File: config.mk
export PLATFORM = sky130hd
export DESIGN_NAME = dnn_mlp_fix_param
export DESIGN_NICKNAME = d
export VERILOG_FILES = /design/src/rtl/dnn_mlp_fix_param.sv
export SDC_FILE = /design/constraint.sdc
export NUM_CORES = 1
export LEC_CHECK = 0
export CORE_MARGIN = 3
export CORE_UTILIZATION = 40
export DETAILED_ROUTE_END_ITERATION = 7
export MAX_ROUTING_LAYER = met4
export PLACE_DENSITY = 0.68
export SETUP_SLACK_MARGIN = 0.15
export SLEW_MARGIN = 10
export SYNTH_ARGS = -nofsm -noshare
export SYNTH_HDL_FRONTEND = slang
export SYNTH_SLANG_ARGS = --single-unit
File: constraint.sdc
create_clock -name clk -period 5.7 [get_ports clk]
set_input_delay 1.14 -clock clk [delete_from_list [all_inputs] [get_ports clk]]
set_output_delay 1.14 -clock clk [all_outputs]
set_load 0.01 [all_outputs]
File: src/rtl/dnn_mlp_fix_param.sv
// Two-layer fixed-point MLP inference engine with a single shared read port.
// Each neuron runs a serial MAC followed by a sigmoid LUT lookup in memory.
// Optional feature macro: DNN_ARGMAX_EN adds an incremental argmax on class_idx.
module dnn_mlp_fix_param #(
  parameter int unsigned                  DATA_WIDTH       = 2,
  parameter int unsigned                  ADDR_WIDTH       = 16,
  parameter int unsigned                  N_IN             = 400,
  parameter int unsigned                  N_HID            = 25,
  parameter int unsigned                  N_OUT            = 10,
  parameter logic [ADDR_WIDTH-1:0]        ADDR_BASE_A      = 16'h0000,
  parameter logic [ADDR_WIDTH-1:0]        ADDR_BASE_W      = 16'h0191,
  parameter logic [ADDR_WIDTH-1:0]        ADDR_BASE_LUT_L1 = 16'h29be,
  parameter logic [ADDR_WIDTH-1:0]        ADDR_BASE_LUT_L2 = 16'h29c2,
  parameter logic signed [DATA_WIDTH-1:0] L1_ONE_BIAS_VAL  = 2'b01,
  parameter logic signed [DATA_WIDTH-1:0] L2_ONE_BIAS_VAL  = 2'b01,
  parameter int unsigned                  ACC_WIDTH        = 24,
  parameter int unsigned                  LUT_IDX_WIDTH    = 2,
  parameter int unsigned                  ACC_SHIFT        = 0
) (
  input  logic                                clk,
  input  logic                                rst,
  input  logic                                start,
  input  logic                                clear,
  output logic [ADDR_WIDTH-1:0]               mem_addr,
  input  logic signed [DATA_WIDTH-1:0]        mem_data,
  output logic                                done,
  output logic [N_OUT-1:0][DATA_WIDTH-1:0]    out,
  output logic [$clog2(N_OUT)-1:0]            class_idx
);

  localparam int unsigned CNT_MAX_L1 = 2 * N_IN + 1;
  localparam int unsigned CNT_MAX_L2 = N_HID + 1;
  localparam int unsigned CNT_W      = $clog2((CNT_MAX_L1 > CNT_MAX_L2 ? CNT_MAX_L1 : CNT_MAX_L2) + 1);
  localparam int unsigned NEU_W      = $clog2((N_HID > N_OUT ? N_HID : N_OUT) + 1);
  localparam int unsigned L2_W_OFF   = N_HID * (N_IN + 1);
  localparam int unsigned LUT_OFF    = 1 << (LUT_IDX_WIDTH - 1);
  localparam int unsigned PROD_W     = 2 * DATA_WIDTH;
  localparam logic signed [ACC_WIDTH-1:0] IDX_MAX = ACC_WIDTH'(LUT_OFF - 1);
  localparam logic signed [ACC_WIDTH-1:0] IDX_MIN = ~IDX_MAX;

  typedef enum logic [2:0] {
    IDLE, L1_MAC, L1_LUT, L1_LUTW, L2_MAC, L2_LUT, L2_LUTW, DONE
  } state_t;

  state_t                          r_state, w_state_nxt;
  logic [CNT_W-1:0]                r_cnt;
  logic [NEU_W-1:0]                r_neu;
  logic signed [ACC_WIDTH-1:0]     r_acc;
  logic signed [DATA_WIDTH-1:0]    r_act;
  logic signed [DATA_WIDTH-1:0]    r_hid [N_HID];
  logic [N_OUT-1:0][DATA_WIDTH-1:0] r_out;
  logic                            r_done;

  logic [ADDR_WIDTH-1:0]           w_addr;
  logic                            w_mul_en;
  logic                            w_act_ld;
  logic signed [DATA_WIDTH-1:0]    w_mul_a;
  logic signed [PROD_W-1:0]        w_prod;
  logic [ACC_WIDTH-1:0]            w_prod_ext;
  logic signed [ACC_WIDTH-1:0]     w_shift;
  logic signed [LUT_IDX_WIDTH-1:0] w_idx;
  logic [LUT_IDX_WIDTH-1:0]        w_lut_off;

  assign mem_addr   = w_addr;
  assign done       = r_done;
  assign out        = r_out;
  assign w_prod     = w_mul_a * mem_data;
  assign w_prod_ext = {{(ACC_WIDTH - PROD_W){w_prod[PROD_W-1]}}, w_prod};

  // State register
  always_ff @(posedge clk) begin
    if (rst) r_state <= IDLE;
    else     r_state <= w_state_nxt;
  end

  // Next-state logic; clear overrides every transition
  always_comb begin
    w_state_nxt = r_state;
    case (r_state)
      IDLE, DONE: if (start) w_state_nxt = L1_MAC;
      L1_MAC:     if (r_cnt == CNT_W'(CNT_MAX_L1)) w_state_nxt = L1_LUT;
      L1_LUT:     w_state_nxt = L1_LUTW;
      L1_LUTW:    w_state_nxt = (r_neu == NEU_W'(N_HID - 1)) ? L2_MAC : L1_MAC;
      L2_MAC:     if (r_cnt == CNT_W'(CNT_MAX_L2)) w_state_nxt = L2_LUT;
      L2_LUT:     w_state_nxt = L2_LUTW;
      L2_LUTW:    w_state_nxt = (r_neu == NEU_W'(N_OUT - 1)) ? DONE : L2_MAC;
      default:    w_state_nxt = IDLE;
    endcase
    if (clear) w_state_nxt = IDLE;
  end

  // Saturating LUT index from the shifted accumulator
  always_comb begin
    w_shift = r_acc >>> ACC_SHIFT;
    if (w_shift > IDX_MAX)      w_idx = LUT_IDX_WIDTH'(IDX_MAX);
    else if (w_shift < IDX_MIN) w_idx = LUT_IDX_WIDTH'(IDX_MIN);
    else                        w_idx = LUT_IDX_WIDTH'(w_shift);
    w_lut_off = LUT_IDX_WIDTH'(w_idx) + LUT_IDX_WIDTH'(LUT_OFF);
  end

  // Read address issue and MAC operand select (data lags address by one cycle)
  always_comb begin
    w_addr   = ADDR_BASE_A;
    w_mul_en = 1'b0;
    w_act_ld = 1'b0;
    w_mul_a  = '0;
    case (r_state)
      L1_MAC: begin
        if (r_cnt < CNT_W'(2 * N_IN)) begin
          if (r_cnt[0]) w_addr = ADDR_BASE_W + ADDR_WIDTH'(32'(r_neu) * (N_IN + 1) + 32'(r_cnt >> 1));
          else          w_addr = ADDR_BASE_A + ADDR_WIDTH'(r_cnt >> 1);
        end else if (r_cnt == CNT_W'(2 * N_IN)) begin
          w_addr = ADDR_BASE_W + ADDR_WIDTH'(32'(r_neu) * (N_IN + 1) + N_IN);
        end
        if (r_cnt == CNT_W'(CNT_MAX_L1)) begin
          w_mul_en = 1'b1;
          w_mul_a  = L1_ONE_BIAS_VAL;
        end else if (r_cnt[0]) begin
          w_act_ld = 1'b1;
        end else if (r_cnt != '0) begin
          w_mul_en = 1'b1;
          w_mul_a  = r_act;
        end
      end
      L2_MAC: begin
        if (r_cnt <= CNT_W'(N_HID))
          w_addr = ADDR_BASE_W + ADDR_WIDTH'(L2_W_OFF + 32'(r_neu) * (N_HID + 1) + 32'(r_cnt));
        if (r_cnt == CNT_W'(CNT_MAX_L2)) begin
          w_mul_en = 1'b1;
          w_mul_a  = L2_ONE_BIAS_VAL;
        end else if (r_cnt != '0) begin
          w_mul_en = 1'b1;
          for (int j = 0; j < int'(N_HID); j++)
            if (int'(r_cnt) == j + 1) w_mul_a = r_hid[j];
        end
      end
      L1_LUT:  w_addr = ADDR_BASE_LUT_L1 + ADDR_WIDTH'(w_lut_off);
      L2_LUT:  w_addr = ADDR_BASE_LUT_L2 + ADDR_WIDTH'(w_lut_off);
      default: w_addr = ADDR_BASE_A;
    endcase
  end

  // Datapath: counters, accumulator, hidden and output captures, done flag
  always_ff @(posedge clk) begin
    if (rst || clear) begin
      r_cnt  <= '0;
      r_neu  <= '0;
      r_acc  <= '0;
      r_act  <= '0;
      r_out  <= '0;
      r_done <= 1'b0;
      for (int h = 0; h < int'(N_HID); h++) r_hid[h] <= '0;
    end else begin
      r_done <= (r_state == DONE) && (w_state_nxt == DONE);
      r_cnt  <= ((r_state == L1_MAC || r_state == L2_MAC) && w_state_nxt == r_state)
                ? r_cnt + CNT_W'(1) : '0;
      case (r_state)
        L1_MAC, L2_MAC: begin
          if (r_cnt == '0)   r_acc <= '0;
          else if (w_mul_en) r_acc <= r_acc + w_prod_ext;
          if (w_act_ld)      r_act <= mem_data;
        end
        L1_LUTW: begin
          for (int h = 0; h < int'(N_HID); h++)
            if (int'(r_neu) == h) r_hid[h] <= mem_data;
          r_neu <= (r_neu == NEU_W'(N_HID - 1)) ? '0 : r_neu + NEU_W'(1);
        end
        L2_LUTW: begin
          for (int k = 0; k < int'(N_OUT); k++)
            if (int'(r_neu) == k) r_out[k] <= mem_data;
          r_neu <= r_neu + NEU_W'(1);
        end
        IDLE, DONE: r_neu <= '0;
        default: ;
      endcase
    end
  end

`ifdef DNN_ARGMAX_EN
  localparam int unsigned CLS_W = $clog2(N_OUT);
  logic signed [DATA_WIDTH-1:0] r_best;
  logic [CLS_W-1:0]             r_cls;

  // Running argmax; only a strictly larger entry replaces, so ties keep the lowest index
  always_ff @(posedge clk) begin
    if (rst || clear) begin
      r_best <= '0;
      r_cls  <= '0;
    end else if (r_state == L2_LUTW) begin
      if (r_neu == '0 || mem_data > r_best) begin
        r_best <= mem_data;
        r_cls  <= CLS_W'(r_neu);
      end
    end
  end

  assign class_idx = r_cls;
`else
  assign class_idx = '0;
`endif

endmodule

### Word level (Yosys, flattened, before mapping)

Memories as Yosys holds them, arrays and structs flattened.
Index checks and enable logic that the tools add are counted.
Widths: inputs -> output; s select.

| word-level totals | value |
|---|---|
| bits in writable memories | 50 |
| memories kept | 1 |
| bits of input ports | 6 |
| output and inout port bits | 41 |
| logic and storage cells | 335 |
| memory bits (read-only) | 0 |
| bits in latches | 0 |
| register bits after elaboration | 65 |

Memory list:

| memory | words | bits a word | rd ports | clocked after Yosys merged registers in | wr ports | line | RTL |
|---|---|---|---|---|---|---|---|
| r_hid | 25 | 2 | 25 | 0 | 25 | 50 | `logic signed [DATA_WIDTH-1:0] r_hid [N_HID];` |

| cells by class | value |
|---|---|
| muxes and demuxes | 184 |
| shift operators | 0 |
| multiply operators | 3 |
| divide/modulo/power cells | 0 |
| $lt $le $gt $ge | 4 |
| add/subtract/negate cells | 13 |
| bitwise gates (word level) | 26 |
| reduce and logical (&&, ||, !) cells | 25 |
| eq/ne operators | 63 |

Operator list:

| cell | count |
|---|---|
| $mux 2 | 58 |
| $mux 1 | 109 |
| $eq 10x6->1 const B | 10 |
| $eq 10x5->1 const B | 9 |
| $eq 5x5->1 const B | 17 |
| $mux 16 | 4 |
| $pmux 16 s4 | 1 |
| $mux 24 | 2 |
| $eq 10x4->1 const B | 4 |
| $add 9x15->16 const A | 2 |
| $add 14x2->15 const A | 2 |
| $eq 5x4->1 const B | 6 |
| $or 1x1->1 | 25 |
| $add 24x24->24 | 1 |
| $gt 24x2->1 const B | 1 |
| $lt 24x2->1 const B | 1 |
| $reduce_and 2->1 | 12 |
| $pmux 3 s7 | 1 |
| $eq 10x10->1 const B | 2 |
| $eq 10x3->1 const B | 2 |
| $add 15x10->16 | 1 |
| $add 9x16->16 const A | 1 |
| $add 14x10->15 const A | 1 |
| $add 14x9->15 | 1 |
| 31 further kinds | 45 |

### Depth between registers and ports, before layout

| depth | value |
|---|---|
| depth in word-level cells | 33 |
| gate-level depth with buffers | 28 |
| gate-level depth less buffers | 26 |

### Least setup slack after synthesis

Ideal clock, no wire load.

| path | value |
|---|---|
| path type | register to register |
| from | register r_cnt[0] |
| to | register r_acc[17] |
| setup time | 0.070 ns |
| path slack | 0.048 ns |
| cell stages (with the launch flop) | 26 |
| period minus slack after synthesis | 5.652 ns |
| data arrival time | 5.582 ns |
| required time | 5.630 ns |
| buffers on the path | 2 |
| cell sequence | dfxtp_1 inv_1 clkbuf_1 ha_1 buf_2 or3_1 o21ai_1 nor2_1 a21oi_1 nor2_1 a2111oi_0 o221ai_1 a21o_1 or2_1 fa_1 ha_1 ha_1 or4_1 a21oi_1 o21ai_1 o21a_1 a31oi_1 o21ai_1 xnor2_1 or3_1 a21oi_1 |

| between the ends | value |
|---|---|
| cells in the longest elaborated chain, start to end | 33 |
| elaborated cells on any way between the ends | 71 |
| those cells by class | add/sub: 1; mul: 1; eq/ne: 27; mux: 38; reduce/logical: 4 |

Ends and longest elaborated chain:

| item | line | RTL |
|---|---|---|
| from (decl) | 46 | `logic [CNT_W-1:0] r_cnt;` |
| from (signal assigned) | 155 | `r_cnt <= ((r_state == L1_MAC \|\| r_state == L2_MAC) && w_state_nxt == r_state)` |
| $eq 10x2->1 | 134 | `if (int'(r_cnt) == j + 1) w_mul_a = r_hid[j];` |
| $mux 2 (25 in series) | 134 |  |
| $mux 2 | 131 | `end else if (r_cnt != '0) begin` |
| $mux 2 | 128 | `if (r_cnt == CNT_W'(CNT_MAX_L2)) begin` |
| $pmux 2 s2 | 107 | `case (r_state)` |
| $mul 2x2->4 | 67 | `assign w_prod = w_mul_a * mem_data;` |
| $add 24x24->24 | 160 | `else if (w_mul_en) r_acc <= r_acc + w_prod_ext;` |
| $mux 24 | 160 |  |
| $mux 24 | 159 | `if (r_cnt == '0) r_acc <= '0;` |
| to (signal assigned) | 160 |  |
| to (decl) | 48 | `logic signed [ACC_WIDTH-1:0] r_acc;` |

Several ways; a longest one is shown, not always the timed one. The select of a mux whose other input is x is not followed.
A chain may end at the register's enable or synchronous reset.

### Final worst setup path

| path | value |
|---|---|
| from | register r_neu[1] |
| to | output mem_addr[9] |

| between the ends | value |
|---|---|
| cells in the longest elaborated chain, start to end | 6 |
| elaborated cells on any way between the ends | 14 |
| those cells by class | add/sub: 7; mul: 2; mux: 5 |

Ends and longest elaborated chain:

| item | line | RTL |
|---|---|---|
| from (decl) | 47 | `logic [NEU_W-1:0] r_neu;` |
| from (signal assigned) | 166 | `r_neu <= (r_neu == NEU_W'(N_HID - 1)) ? '0 : r_neu + NEU_W'(1);` |
| from (signal assigned) | 171 | `r_neu <= r_neu + NEU_W'(1);` |
| $mul 5x4->9 / $mul 5x9->14 (equally long branches) | 127, 110, 113 |  |
| $add 14x10->15 (tied with other cells) | 127 | `w_addr = ADDR_BASE_W + ADDR_WIDTH'(L2_W_OFF + 32'(r_neu) * (N_HID + 1) + 32'(r_cnt));` |
| $add 15x10->16 (tied with other cells) | 127 |  |
| $add 9x16->16 (tied with other cells) | 127 |  |
| $mux 16 (on tied branches) | 126, 109 |  |
| $pmux 16 s4 * | 107 |  |
| to (decl) | 24 | `output logic [ADDR_WIDTH-1:0] mem_addr,` |

Mark *: on every way between the ends. The rest lies on a longest branch, timed or not.

==> flow_results.org <==
** Yosys
- For this run, the register share of the synthesized area comes to 0.314.
- Cell area after synthesis :: about 8900 um^2
- Among all cell types in the netlist, the one instantiated most often is nor2_1.
- Synthesis produced a netlist whose cell count is roughly 1.1k.
- The synthesized design contains 50 enable-type register cells.
- Number of distinct standard cells referenced by the synthesized netlist :: 75
- Ranking of synthesized cells by area :: edfxtp_1, dfxtp_1, ha_1
- In this run the mean area of a mapped cell was around 8.1 um^2.
- Most instantiated cells after synthesis :: nor2_1, nand2_1, ha_1, a21oi_1, o21ai_0
- Yosys printed 0 warnings.
- Post-synth ARST share :: 0
- The share of synthesized area in the top cell type comes to 0.168.
- Summed over all instances, the cell type with the most area after synthesis is edfxtp_1.
- For this run, the leading register cell type out of synthesis is dfxtp_1.
- Counting flops and latches in the post-synthesis netlist gives about 120.

** STA
- Derived from the worst setup path, the maximum achievable clock frequency is between 150 and 200 MHz.
- At the pin with the least slew margin, the transition time is 1.07 ns.
- The final max-slew violation count was 0.
- Normalized max-slew margin :: 0.282
- The final hold violation count was 0.
- Time the final worst path needs with I/O delays and setup :: approximately 5.4 ns
- Setup violations remaining at the end of the flow were counted as 0.
- Portion of the clock cycle consumed by the worst path in the final layout :: 0.948
- Setup repair after global routing could not meet its margin everywhere.
- Once routing completed, OpenROAD measured the worst setup slack at approximately 0.30 ns.
- On the final layout, the worst clock skew is roughly 0.011 ns.

** Clock network
- Number of sinks handled by clock tree synthesis :: between 100 and 150
- Clock latency reported for the late side of the worst-skew pair :: 0.41 ns
- TritonCTS built the clock tree.
- Hold bufs inserted after CTS :: 0
- In this run the deepest clock path goes through 2 buffers.
- CTS built an H-tree with a depth of 4.
- The tree is rooted in a clkbuf_16.
- Clock-pin slew was measured on the worst setup and hold paths at 0.05 ns.
- Cts bufs inserted :: 17

** Cells and area
- After filler insertion, the fill cell instance count of the layout stands at approximately 2k.
- The final layout contains approximately 1.3k nets.
- Final std cell area, no fill :: 10800 um^2
- 0 antenna diodes ended up in the layout.
- Post-layout util :: 0.495
- In the final layout, the share of cells above drive strength 1 is 0.135.
- Layout overhead on the synthesized area :: 21.4%

** Floorplan
- After floorplanning, the core was divided into 54 placement rows.
- Die Area :: between 20000 and 25000 um^2
- Die width :: ~160 um
- Num ports :: 47
- For this configuration, the core starts out at a cell density of 0.408.
- Die height :: 155 um
- Core area :: ~22000 um^2

** Worst hold path
- Cell depth of the worst hold path :: 2
- Worst min-delay path startpoint :: out[10]$_SDFFE_PN0P_
- The path class of the tightest hold or removal check is flip-flop to flip-flop.
- Terminating pin of the worst hold path :: out[10]$_SDFFE_PN0P_

** Global routing
- Entering global routing, the biggest net connects 53 pins.
- The via count of the first global-routing pass was just under 8k.
- Global-route wire length before repair :: just under 40000 um
- GR Util All Layers :: 0.208
- The initial antenna violation count is 0.
- Final global-route overflow total :: 0

** Routing
- Summed over all layers, the routed wires come to roughly 25000 um.
- Vias post-DR :: about 8.3k
- Vias/cell :: 5.69
- After detailed routing, the number of remaining DRC violations is 0.
- The pre-antenna-repair detailed-routing pass consisted of 6 iterations.
- Remaining antenna violation count after routing :: 0
- In the final routed layout, each cell accounts on average for around 17 um.
- Initial DRC count :: roughly 710

** Place
- The placed instances occupy a cell area of 9760 um^2.
- Final Wtd Congestion :: 0.948
- Port buffering added 41 buffers.
- HPWL after detailed placement :: between 15000 and 20000 um
- Before CTS, the worst setup slack after placement is -0.0697 ns.

** Flow run
- Across the run, the number of max-cap violations was 0.

** Setup path
- Of all nets on the critical path, the largest fanout is 7.
- The critical path in this run is classified as flip-flop to output port.
- Data required time of the worst path :: 4.56 ns
- In this run the critical register-to-register path is captured at r_acc[17]$_SDFFE_PN0P_.
- Critical path data arrival time :: about 4.3 ns
- Setup crit end kind :: output port
- In this run the register-to-register setup slack is around 0.34 ns.
- STA classifies the critical path startpoint as a flip-flop.
- FF-to-FF path depth :: 26
- Startpoint of the worst register-to-register path :: r_cnt[1]$_SDFF_PP0_

** Run status
- Status :: complete, no violations

** Pwr
- Maximum resistive drop on vdd :: just over 0.2 mV
- Power density over the cells :: between 150 and 200 nW/um^2
- For this design the static power due to leakage is ~4.5 nW.
## worst max-delay path, cell delays in order, from the launching register on
cell and delay [ns]:
dfxtp_4 0.41, inv_1 0.10, ha_4 0.30, ha_1 0.23, ha_1 0.23, inv_1 0.07
fa_1 0.41, ha_1 0.28, inv_1 0.04, ha_1 0.33, inv_2 0.08, o21bai_1 0.08
a21oi_2 0.17, o21bai_1 0.10, a21oi_2 0.20, xnor2_2 0.15, a22o_1 0.14, clkdlybuf4s50_1 0.52
## timing repair
item,CTS,global route
gates cloned,0,1
endpoints found under the setup margin,12,14
buffers inserted,2,16
pin swaps,2,37
resized for setup,20,75
## routing by layer
metal / routed length, um / track usage / vias to the layer above / share of wire
met1: 11400 / 0.279 / 3984 / 0.45
met4: 411 / 0.0492 / 0 / 0.016
met2: 12100 / 0.326 / 268 / 0.48
met5: 0 / - / - / 0
li1: - / - / 4048 / -
met3: 1520 / 0.0426 / 36 / 0.060
## registers in the layout, indices dropped and copies added, names as in the netlist
register,cells
done,1
r_act,2
r_neu,5
out,20
r_state,3
r_cnt,10
r_acc,24
r_hid,50
## where the power goes
| part | internal, mW | switching [mW] |
|---|---|---|
| Combinational | 0.0709 | 0.109 |
| Clock | 0.587 | 0.374 |
| Sequential | 0.878 | 0.00997 |
## layout by cell type, fill, tap and decap left out, types with 6 or more instances in the layout
| cell type | count |
|---|---|
| a21o_1 | 18 |
| a21oi_1 | 84 |
| a21oi_2 | 9 |
| a22oi_1 | 15 |
| a31oi_1 | 7 |
| and3_1 | 10 |
| buf_4 | 53 |
| clkbuf_16 | 19 |
| clkdlybuf4s50_1 | 36 |
| dfxtp_1 | 58 |
| edfxtp_1 | 50 |
| ha_1 | 81 |
| ha_4 | 12 |
| inv_1 | 64 |
| nand2_1 | 102 |
| nand2b_1 | 9 |
| nand3_1 | 24 |
| nand3b_1 | 6 |
| nand4_1 | 13 |
| nor2_1 | 145 |
| nor2b_1 | 13 |
| nor3_1 | 26 |
| nor4_1 | 9 |
| o21a_1 | 11 |
| o21ai_0 | 78 |
| o21ai_1 | 10 |
| o21bai_1 | 6 |
| o22ai_1 | 10 |
| xnor2_1 | 44 |
| xor2_1 | 14 |
## area by class of cell
type	instances	area (um^2)	share of cell area
timing repair buffer	102	936	0.0864
multi-input combinational	863	5920	0.546
clock buffer	22	475	0.0439
sequential	115	2820	0.260
inverter	72	274	0.0253
tap	280	350	0.0323
clock inverter	10	60.1	0.00554
## kinds of logic (layout without fill, tap and decap cells)
kind of cell	Yosys count	in the layout	share of synthesized area
adder cells (fa/ha/maj)	104	104	0.151
AO/OA/AOI/OAI	305	305	0.212
XOR/XNOR	60	60	0.0589
buffers and inverters	127	206	0.0603
other	1	5	0.000420
flip-flops	115	115	0.314
multiplexers	5	5	0.00561
AND/OR/NAND/NOR	384	384	0.198
## how the worst max path moves through the flow
stage | start | to | depth (start not counted)
2_1_floorplan | r_cnt[0]$_SDFF_PP0_ | r_acc[17]$_SDFFE_PN0P_ | 25
3_3_place_gp | r_cnt[1]$_SDFF_PP0_ | r_acc[23]$_SDFFE_PN0P_ | 26
3_5_place_dp | r_cnt[0]$_SDFF_PP0_ | r_acc[22]$_SDFFE_PN0P_ | 24
4_1_cts | r_neu[1]$_SDFFE_PN0P_ | mem_addr[11] | 17
5_1_grt | r_cnt[0]$_SDFF_PP0_ | r_acc[20]$_SDFFE_PN0P_ | 28
6_report | r_neu[1]$_SDFFE_PN0P_ | mem_addr[9] | 17
## through the flow
step	hold slack, ns	cells	setup TNS, ns	power, mW
after floorplan	0.449	1105	0	1.01
after global placement	0.462	1413	0	1.06
after detailed placement	0.466	1413	-0.119	1.06
after CTS	0.473	1447	0	2.02
final	0.474	1464	0	2.03
after global routing	0.496	1464	0	2.09
No activity file was read; power rests on OpenSTA's default activity.
